[config.mk]
export PLATFORM = sky130hd
export DESIGN_NAME = interrupt_unit
export DESIGN_NICKNAME = d
export VERILOG_FILES = /design/src/rtl/interrupt_unit.sv
export SDC_FILE = /design/constraint.sdc
export NUM_CORES = 1
export LEC_CHECK = 0
export ABC_CLOCK_PERIOD_IN_PS = 1300
export BUFFER_PORTS_ARGS = -buffer_cell sky130_fd_sc_hd__buf_4
export CAP_MARGIN = 20
export CORE_ASPECT_RATIO = 0.9
export CORE_MARGIN = 8
export CORE_UTILIZATION = 39
export CTS_BUF_LIST = sky130_fd_sc_hd__clkbuf_2 sky130_fd_sc_hd__clkbuf_4 sky130_fd_sc_hd__clkbuf_8
export DETAILED_ROUTE_END_ITERATION = 6
export PLACE_DENSITY = 0.82
export SYNTH_ARGS = -nofsm -noshare
export SYNTH_HDL_FRONTEND = slang
export SYNTH_SLANG_ARGS = --single-unit
export TNS_END_PERCENT = 100
[constraint.sdc]
create_clock -name MCLK -period 1.3 [get_ports MCLK]
set_input_delay 0 -clock MCLK [delete_from_list [all_inputs] [get_ports MCLK]]
set_output_delay 0 -clock MCLK [all_outputs]
set_load 0.02 [all_outputs]
[src/rtl/interrupt_unit.sv]
// interrupt_unit
//   Central interrupt arbiter. Qualifies peripheral request lines with GIE
//   (non-maskable lines bypass GIE), picks the lowest-index qualified line,
//   presents its vector, and runs the pend/ack/entry-done handshake with the
//   CPU. Lines flagged in AUTOCLR_MASK receive a one-cycle clear pulse after
//   the acknowledge.
//
// Ports
//   MCLK     system clock, all state on the rising edge
//   reset    asynchronous, active-high reset
//   INTreq   level request lines, line 0 is highest priority
//   GIE      global interrupt enable from SR
//   INTack   CPU accepts the pending interrupt (sampled only while pending)
//   INTdone  CPU finished interrupt entry (sampled only while waiting)
//   INTpend  registered: a qualified interrupt is pending
//   INTvec   registered vector address of the pending/accepted line
//   INTclr   registered one-cycle auto-clear pulses to the peripherals
//   INTbusy  registered: high from acknowledge until INTdone
module interrupt_unit #(
  parameter int unsigned          INT_COUNT    = 8,
  parameter logic [15:0]          VEC_TOP      = 16'hFFFC,
  parameter logic [INT_COUNT-1:0] AUTOCLR_MASK = '0,
  parameter logic [INT_COUNT-1:0] NMI_MASK     = '0
) (
  input  logic                 MCLK,
  input  logic                 reset,
  input  logic [INT_COUNT-1:0] INTreq,
  input  logic                 GIE,
  input  logic                 INTack,
  input  logic                 INTdone,
  output logic                 INTpend,
  output logic [15:0]          INTvec,
  output logic [INT_COUNT-1:0] INTclr,
  output logic                 INTbusy
);

  localparam int unsigned IDX_W = (INT_COUNT > 1) ? $clog2(INT_COUNT) : 1;

  typedef enum logic [1:0] {
    IDLE,
    PEND,
    ACK,
    WAIT
  } state_t;

  state_t               state, stateNext;
  logic [IDX_W-1:0]     idx, idxNext;
  logic                 pendNext;
  logic [15:0]          vecNext;
  logic [INT_COUNT-1:0] clrNext;
  logic                 busyNext;

  logic [INT_COUNT-1:0] qual;
  logic                 anyQual;
  logic [IDX_W-1:0]     win;

  function automatic logic [15:0] vecOf(input logic [IDX_W-1:0] i);
    return VEC_TOP - (16'(i) << 1);
  endfunction

  assign qual    = INTreq & ({INT_COUNT{GIE}} | NMI_MASK);
  assign anyQual = |qual;

  // Scan from the lowest-priority line upward so the lowest set index wins.
  always_comb begin
    win = '0;
    for (int unsigned i = INT_COUNT; i > 0; i--) begin
      if (qual[i-1]) win = IDX_W'(i - 1);
    end
  end

  always_comb begin
    stateNext = state;
    idxNext   = idx;
    pendNext  = INTpend;
    vecNext   = INTvec;
    clrNext   = '0;
    busyNext  = INTbusy;
    case (state)
      IDLE: begin
        if (anyQual) begin
          idxNext   = win;
          vecNext   = vecOf(win);
          pendNext  = 1'b1;
          stateNext = PEND;
        end
      end
      PEND: begin
        // Acknowledge takes precedence over withdrawal and re-arbitration,
        // so the vector the CPU accepted is the one it keeps.
        if (INTack) begin
          pendNext  = 1'b0;
          busyNext  = 1'b1;
          stateNext = ACK;
        end else if (!anyQual) begin
          pendNext  = 1'b0;
          stateNext = IDLE;
        end else begin
          idxNext = win;
          vecNext = vecOf(win);
        end
      end
      ACK: begin
        clrNext[idx] = AUTOCLR_MASK[idx];
        stateNext    = WAIT;
      end
      WAIT: begin
        if (INTdone) begin
          busyNext  = 1'b0;
          stateNext = IDLE;
        end
      end
      default: stateNext = IDLE;
    endcase
  end

  always_ff @(posedge MCLK or posedge reset) begin
    if (reset) begin
      state   <= IDLE;
      idx     <= '0;
      INTpend <= 1'b0;
      INTvec  <= '0;
      INTclr  <= '0;
      INTbusy <= 1'b0;
    end else begin
      state   <= stateNext;
      idx     <= idxNext;
      INTpend <= pendNext;
      INTvec  <= vecNext;
      INTclr  <= clrNext;
      INTbusy <= busyNext;
    end
  end

endmodule

==> results.json <==
{
  "period_share_pct": 95.4,
  "die_w_um": 58.6,
  "min_period_ps": 1240,
  "antenna_found_initial": 0,
  "layout.cells.most_common": "buf_4",
  "cts.sinks": 9,
  "design.die.area_sq_mm": 0.00318,
  "die_h_um": 54.3,
  "syn_inst": 75,
  "postRouteAntennaNets": 0,
  "rr_worst_depth": 4,
  "critPathArrivalTime_ps": 1380,
  "synth_edf_count": 0,
  "worstHoldPathCells": 4,
  "grt_use_met1_pct": 10.6,
  "grt_max_degree": 13,
  "diodes": 0,
  "path_buf_inv": 0,
  "grtUsageMet3_pct": 3.29,
  "place.gp.congestion": 0.814,
  "ys_seq_area_share_pct": 35.4,
  "drt_wl_total_um": 1640,
  "synthArstFlopShare_pct": 100,
  "overflow": 0,
  "drc_errors": 0,
  "synth.cell_area_sq_um": 637,
  "grt_pass1_vias": 616,
  "path_class": "reg2reg",
  "postLayoutCoreUtil_pct": 57.8,
  "reg2reg_to": "INTvec[1]",
  "crit_chain": "nor2b_2 > nand2_1 > a21oi_2 > mux2_2",
  "clk_pin_slew_ps": 60,
  "hp-start": "INTdone",
  "fmax_ghz": 0.806,
  "clk_latency_ps": 260,
  "wire_per_inst_um": 12.1,
  "num_io_pins": 39,
  "coreArea_sq_mm": 0.00159,
  "cp-end-kind": "flop",
  "grtUsageMet2_pct": 17.6,
  "slowest_delay_ps": 390,
  "drt_pass1_iterations": 3,
  "drt-initial-drc-count": 3,
  "drive_above_1_share_pct": 47.7,
  "critPathRequiredTime_ps": 1440,
  "hold_class": "in2reg",
  "r2r_slack_ps": 60,
  "fillers": 150,
  "cp-start-kind": "flop",
  "busiest_layer": "met2",
  "htree_levels": 1,
  "whs_endpoint": "state[0]",
  "syn2layout_area_growth_pct": 44.8,
  "outcome": "finished, final reports clean",
  "cts_made_buffers": 3,
  "critPathMaxFanout": 2,
  "tns_ps": 0,
  "initial_core_util_pct": 40.0,
  "critical_path.slowest_cell": "dfrtp_1",
  "dp_hpwl_um": 1440,
  "vias_per_cell": 4.60,
  "num_vias": 621,
  "port-buffer-count": 29,
  "ys_warn_count": 0,
  "groute.usage.overall_pct": 10.4,
  "clk_path_buf_depth": 2,
  "slew_viol_final": 0,
  "syn_avg_cell_area_sq_um": 8.49,
  "cts-root-buf": "clkbuf_4",
  "p_leak_nw": 0.453,
  "ys.flop_type": "dfrtp_1",
  "layout_common_cells": "buf_4, dfrtp_1, nand2_1, conb_1, o21ai_0",
  "grt_first_pass_wirelength_um": 2550,
  "vdd_ir_drop_max_uv": 954,
  "cpLargestDelayFamily": "flip-flops",
  "hold_viol_final": 0,
  "cts_tree": "done",
  "finalSetupViolations": 0,
  "drv_cap": 0,
  "ys_ff_latch": 9,
  "fin_nets": 126,
  "synth_cell_types": 24,
  "skew_ps": 2.39,
  "power_density_mw_per_mm2": 1340,
  "core.rowCount": 14
}
worst max-delay path by stage:
stage	endpoint	start	slack [ps]	cells after the start
6_report	INTvec[1]	flop	60	4
5_1_grt	INTvec[1]	state[0]	-5	4
4_1_cts	INTvec[1]	flop	9	4
3_5_place_dp	INTvec[3]	INTreq[3]	-150	8
3_3_place_gp	INTvec[3]	INTreq[4]	-80	8
2_1_floorplan	INTvec[1]	flop	30	4
layout make-up:
| class | count | area, sq um | share of cell area [%] |
|---|---|---|---|
| Timing Repair Buffer | 43 | 325 | 35.3 |
| Sequential cell | 9 | 225 | 24.4 |
| Inverter | 5 | 18.8 | 2.04 |
| Clock buffer | 4 | 30.0 | 3.26 |
| Multi-Input combinational cell | 50 | 293 | 31.8 |
| Tap cell | 24 | 30.0 | 3.26 |
metal layers:
layer	wire length, um	vias up
met5	0	-
met4	53	0
met3	150	7
met2	741	35
met1	695	276
li1	-	303
synth_stat cells, types with 2 or more instances:
master	number	area [sq um]
inv_1	5	18.8
nor4_1	2	12.5
nor2_1	3	11.3
o21ai_0	6	30.0
a21oi_1	5	25.0
nor2b_1	2	12.5
nand2_1	9	33.8
buf_4	19	143
dfrtp_1	9	225
worst min-delay path, cell delays in order:
cell	delay, ps
buf_4	70
nand2_1	50
nand2_1	80
nand2_1	50
per-stage QoR:
step	area (sq um)	hold WS [ps]	worst slack [ps]	std cells	total power, mW
detailed placement	866	-12.1	-149	129	0.991
global placement	866	-21.5	-80.1	129	0.965
floorplan	671	-172	25.6	83	0.743
finish	922	43.0	59.8	135	1.24
global route	922	42.6	-4.75	135	1.33
CTS	906	34.6	9.38	134	1.23
power by group:
part           leakage [nW]  switching [mW]  internal, mW
Sequential           0.0967          0.0718         0.378
Clock                0.0184          0.0925         0.139
Combinational         0.338           0.293         0.263
cell families after synthesis:
logic type | after synthesis | share of synthesized area [%]
adder cells (fa/ha/maj) | 1 | 1.96
AND/OR/NAND/NOR | 22 | 19.1
other | 1 | 0.589
buffers and inverters | 24 | 25.3
flip-flops | 9 | 35.4
multiplexers | 1 | 1.77
AO/OA/AOI/OAI | 17 | 15.9
timing repair:
item                                   in CTS  in global routing
setup buffers                               0                  1
endpoints found under the hold margin       9                  0
setup endpoints to repair                   0                  3
gates resized for setup                     0                  3
hold buffers                                1                  0
Note: power is estimated with default switching activity, not from simulation.
